===== src/rtl/game_sequencer.sv =====
// game_sequencer: top-level game state machine. It derives a frame tick from the
// display vertical count, grants mover strobes round-robin, and tracks lives and
// the win/lose outcome.
module game_sequencer #(
  parameter int unsigned LIVES        = 3,
  parameter int unsigned DYING_FRAMES = 60
) (
  input  logic       board_clk,
  input  logic       Reset,
  input  logic       start,
  input  logic       ack,
  input  logic [9:0] vCount,
  input  logic       hit,
  input  logic       allEaten,
  input  logic [3:0] ghostActive,
  output logic [2:0] state,
  output logic [4:0] moveEn,
  output logic       respawn,
  output logic [1:0] lives,
  output logic       win,
  output logic       lose
);

  localparam int unsigned CNT_W = 8;
  localparam logic [1:0]       LIVES_INIT = 2'(LIVES);
  localparam logic [CNT_W-1:0] DYING_LAST = CNT_W'(DYING_FRAMES);

  typedef enum logic [2:0] {
    ST_INIT  = 3'd0,
    ST_PLAY  = 3'd1,
    ST_DYING = 3'd2,
    ST_WIN   = 3'd3,
    ST_LOSE  = 3'd4
  } state_e;

  state_e           state_q, state_d;
  logic [1:0]       lives_q, lives_d;
  logic [4:0]       move_en_q, move_en_d;
  logic             respawn_q, respawn_d;
  logic             win_q, win_d;
  logic             lose_q, lose_d;
  logic [CNT_W-1:0] dcnt_q, dcnt_d;
  logic [1:0]       last_q, last_d;
  logic [9:0]       vcount_prev_q;

  logic             frame_tick_c;
  logic             grant_valid_c;
  logic [1:0]       grant_idx_c;
  logic [1:0]       cand_c;

  // One-cycle frame tick on the nonzero -> zero edge of the vertical count
  assign frame_tick_c = (vCount == 10'd0) && (vcount_prev_q != 10'd0);

  // Round-robin search for the next active ghost, starting after the last grant
  always_comb begin
    grant_valid_c = 1'b0;
    grant_idx_c   = last_q;
    cand_c        = last_q;
    for (int k = 1; k <= 4; k++) begin
      cand_c = last_q + 2'(k);
      if (!grant_valid_c && ghostActive[cand_c]) begin
        grant_valid_c = 1'b1;
        grant_idx_c   = cand_c;
      end
    end
  end

  // Next-state and registered-output logic for the game FSM
  always_comb begin
    state_d   = state_q;
    lives_d   = lives_q;
    move_en_d = 5'd0;
    respawn_d = 1'b0;
    dcnt_d    = dcnt_q;
    last_d    = last_q;

    case (state_q)
      ST_INIT: begin
        lives_d = LIVES_INIT;
        if (start) begin
          state_d   = ST_PLAY;
          respawn_d = 1'b1;
        end
      end
      ST_PLAY: begin
        if (allEaten) begin
          state_d = ST_WIN;
        end else if (hit) begin
          state_d = ST_DYING;
          lives_d = (lives_q != 2'd0) ? lives_q - 2'd1 : 2'd0;
          dcnt_d  = '0;
        end else if (frame_tick_c) begin
          move_en_d[0] = 1'b1;
          if (grant_valid_c) begin
            move_en_d[4:1] = 4'(4'b0001 << grant_idx_c);
            last_d         = grant_idx_c;
          end
        end
      end
      ST_DYING: begin
        if (frame_tick_c) begin
          dcnt_d = dcnt_q + CNT_W'(1);
          if ((dcnt_q + CNT_W'(1)) == DYING_LAST) begin
            if (lives_q == 2'd0) begin
              state_d = ST_LOSE;
            end else begin
              state_d   = ST_PLAY;
              respawn_d = 1'b1;
            end
          end
        end
      end
      ST_WIN, ST_LOSE: begin
        if (ack) begin
          state_d = ST_INIT;
          lives_d = LIVES_INIT;
        end
      end
      default: begin
        state_d = ST_INIT;
        lives_d = LIVES_INIT;
      end
    endcase

    win_d  = (state_d == ST_WIN);
    lose_d = (state_d == ST_LOSE);
  end

  // State and output registers, asynchronously cleared by Reset
  always_ff @(posedge board_clk or posedge Reset) begin
    if (Reset) begin
      state_q       <= ST_INIT;
      lives_q       <= LIVES_INIT;
      move_en_q     <= 5'd0;
      respawn_q     <= 1'b0;
      win_q         <= 1'b0;
      lose_q        <= 1'b0;
      dcnt_q        <= '0;
      last_q        <= 2'd3;
      vcount_prev_q <= 10'd0;
    end else begin
      state_q       <= state_d;
      lives_q       <= lives_d;
      move_en_q     <= move_en_d;
      respawn_q     <= respawn_d;
      win_q         <= win_d;
      lose_q        <= lose_d;
      dcnt_q        <= dcnt_d;
      last_q        <= last_d;
      vcount_prev_q <= vCount;
    end
  end

  assign state   = state_q;
  assign moveEn  = move_en_q;
  assign respawn = respawn_q;
  assign lives   = lives_q;
  assign win     = win_q;
  assign lose    = lose_q;

endmodule


===== config.mk =====
export PLATFORM = sky130hd
export DESIGN_NAME = game_sequencer
export DESIGN_NICKNAME = d
export VERILOG_FILES = /design/src/rtl/game_sequencer.sv
export SDC_FILE = /design/constraint.sdc
export NUM_CORES = 1
export LEC_CHECK = 0
export ABC_AREA = 1
export ABC_CLOCK_PERIOD_IN_PS = 1650
export CAP_MARGIN = 20
export CORE_AREA = 2 2 61 63
export CTS_CLUSTER_DIAMETER = 30
export CTS_CLUSTER_SIZE = 20
export DETAILED_ROUTE_END_ITERATION = 10
export DIE_AREA = 0 0 63 65
export GPL_ROUTABILITY_DRIVEN = 0
export PLACE_DENSITY = 0.81
export SYNTH_ARGS = -nofsm -noshare
export SYNTH_HDL_FRONTEND = slang
export SYNTH_SLANG_ARGS = --single-unit

===== constraint.sdc =====
create_clock -name board_clk -period 1.65 [get_ports board_clk]
set_input_delay 0.4125 -clock board_clk [delete_from_list [all_inputs] [get_ports board_clk]]
set_output_delay 0.4125 -clock board_clk [all_outputs]
set_load 0.005 [all_outputs]

==> results.ini, run 1 <==
[status]
outcome = complete, but fails checks
violations = negative setup slack

[placed_design]
placed_cells = 299
dp_slack_ns = -0.290
hpwlAfterDp_um = 2560
io_buffers = 32

[routing]
detail_route.wl_per_cell_um = 12.3
drcViolationCount = 0
firstDrtPassIters = 7
viasPerCell = 5.08
wl_um = 3940
num_vias = 1622
final_antenna_net_count = 0
drt-initial-drc-count = 90

[setup_path]
critPathKind = reg2reg
reg2reg_slack_ns = -0.04
r2r-end = moveEn[1]
startpoint_type = register
slowest_delay_ns = 0.55
cp_top_family = simple AND/OR/NAND/NOR gates
crit_buf_inv = 3
r2r_cells = 10
cp_cell_sequence = buf_6 > nand2_1 > nand2_4 > inv_1 > o21ai_2 > nand3b_1 > nand2_1 > inv_2 > nand2_2 > nor2_1
crit_top_cell = nand2_1
cp.arrival_ns = 1.97
critPathMaxFanout = 6
cp.required_ns = 1.93
endpoint_kind = register
worstReg2RegStart = last_q[0]
cp_slowest_cell = dfstp_2

[clock_network]
clock_sinks = 33
root_buffer = clkbuf_4
cts_buffers = 5
htreeDepth = 2
path_clk_slew_ns = 0.10
cts_tree = done
clk_latency_ns = 0.34
cts_hold_buf = 0
clk_path_buf_depth = 2

[sta]
maxSlewHeadroom_pct = 78.3
fin_ws_ns = -0.0416
rsz0062_at_grt = yes
timing.final.crit_period_ns = 1.69
drv_slew = 0
fmax_ghz = 0.591
setup_viol = 5
worst_pin_slew_ns = 0.324
finClkSkew_ns = 0.00502
hold_viol = 0
period_share_pct = 103

[power]
p_total_uw = 2310
combPwrFrac_pct = 40.0
sw_frac_of_total_pct = 35.2
peakVddDrop_mv = 0.367
intPower_uw = 1500
p_switching_uw = 814
power_leakage_uw = 0.00117
power.density_mw_per_mm2 = 958
seqPwrFrac_pct = 41.7
pwr-share-clk_pct = 18.4

[global_route]
grt_overflow = 0
grt_use_total_pct = 19.8
grt_pass1_wl_um = 6110
grt_max_degree = 30
antenna_found_initial = 0
grt_pass1_vias = 1453

[job]
drv_cap = 0

[floorplan]
core_area_mm2 = 0.00350
fp.dieH_um = 65
start_util_pct = 48.1
ios = 33
die_w_um = 63
die_area_mm2 = 0.00410
placementRows = 22

[final_layout]
drive_gt1_share_pct = 27.7
layout.cells.non_filler = 319
final_net_count = 292
antenna_cells = 0
final_common_cell = nand2_1
mostFrequentLayoutCells = 49 x nand2_1, 29 x dfrtp_1, 27 x nor2_1, 27 x clkdlybuf4s50_1, 19 x inv_1
area_delta_synth_final_pct = 43.6

[synth]
ys_ff_latch = 33
synthesis.nets = 234
netlist_area_mm2 = 0.00168
syn_inst = 212
yosysUniqueCellTypes = 25
synth_area_per_cell_um2 = 7.93
ys_warn_count = 0
ys_seq_area_share_pct = 49.4

[min_path]
hold_path.class = in2async

stage by stage:
stage          hold WS [ns]   TNS [ns]  area (um2)  utilization [%]
4_1_cts               0.272  -0.000254        2290             65.6
3_3_place_gp          0.488      -3.01        2120             60.6
5_1_grt               0.296     -0.679        2410             69.0
2_1_floorplan         0.444          0        1680                -
6_report              0.278     -0.131        2410             69.0
3_5_place_dp          0.497      -3.81        2120             60.6
logic make-up (layout without fill, tap and decap cells):
logic type / after synthesis / in the layout / share of synthesized area, %
simple gates: 123 / 123 / 31.3
buf+inv: 27 / 86 / 6.92
fa+ha+maj: 2 / 2 / 1.49
xor+xnor: 3 / 3 / 1.56
compound gates: 24 / 24 / 9.31
flops: 33 / 33 / 49.4
timing repair:
action,in CTS,in global routing
endpoints found under the setup margin,13,24
gates cloned,0,0
pin swaps,5,16
setup buffers,11,1
resized for setup,16,34
metal layers:
layer  track usage (%)  part of all wire [%]  routed length (um)  vias up
met5                 0                     0                   0        -
met4              8.33                   2.3                  90        0
met3              5.38                   4.5                 179        9
met2              37.4                    55                2160       44
met1              20.5                    38                1510      776
li1                  -                     -                   -      793
synth_stat cells (all sizes together):
cell type | n | area (um2)
nand2 | 65 | 257
nor2 | 33 | 126
dfrtp | 29 | 726
inv | 25 | 93.8
nand3 | 18 | 95.1
o21ai | 11 | 62.6
a21oi | 6 | 30.0
dfstp | 4 | 105
o22ai | 4 | 25.0
nand3b | 3 | 22.5
nand4 | 3 | 18.8
buf | 2 | 22.5
ha | 2 | 25.0
xor2 | 2 | 17.5
a21boi | 1 | 18.8
a22oi | 1 | 7.51
and2 | 1 | 6.26
o211ai | 1 | 12.5
xnor2 | 1 | 8.76
cell type report:
cell class                      instances  area [um2]
Clock buffer                            6        41.3
Tap cell                               48        60.1
Multi-Input combinational cell        152         868
Sequential cell                        33         831
Fill cell                             265        1080
Inverter                               25        96.3
Timing Repair Buffer                   53         507
Clock inverter                          2        10.0
state kept, by name (all words and copies together) (netlist names):
| name | count |
|---|---|
| dcnt_q | 8 |
| last_q | 2 |
| lives | 2 |
| lose | 1 |
| moveEn | 5 |
| respawn | 1 |
| state | 3 |
| vcount_prev_q | 10 |
| win | 1 |
how the worst max path moves through the flow:
| stage | from | endpoint | slack (ns) | depth (start not counted) |
|---|---|---|---|---|
| final | last_q[0] | moveEn[1] | -0.04 | 10 |
| after global routing | last_q[0] | moveEn[1] | -0.13 | 11 |
| after CTS | last_q[0] | last_q[0] | -0.0003 | 10 |
| after detailed placement | vCount[5] | last_q[0] | -0.29 | 10 |
| after global placement | ghostActive[2] | moveEn[4] | -0.22 | 12 |
| after floorplan | last_q[0] | moveEn[4] | 0.12 | 11 |
power by group through the flow:
stage          registers [uW]  logic, uW  clock network (uW)
2_1_floorplan            1010        395                   0
3_3_place_gp             1010        703                   0
3_5_place_dp             1010        720                   0
4_1_cts                   955        840                 433
5_1_grt                   973       1000                 471
6_report                  965        924                 424
Power figures use the tool's default switching activity.
==> run 2: changes to the inputs <==
--- a/config.mk
+++ b/config.mk
@@ -14,6 +14,7 @@
 export DETAILED_ROUTE_END_ITERATION = 10
 export DIE_AREA = 0 0 63 65
 export GPL_ROUTABILITY_DRIVEN = 0
+export HOLD_SLACK_MARGIN = 0.08
 export PLACE_DENSITY = 0.81
 export SYNTH_ARGS = -nofsm -noshare
 export SYNTH_HDL_FRONTEND = slang
==> results of run 2 <==
Same layout as run 1: the final DEF is identical, and so are final timing and power.
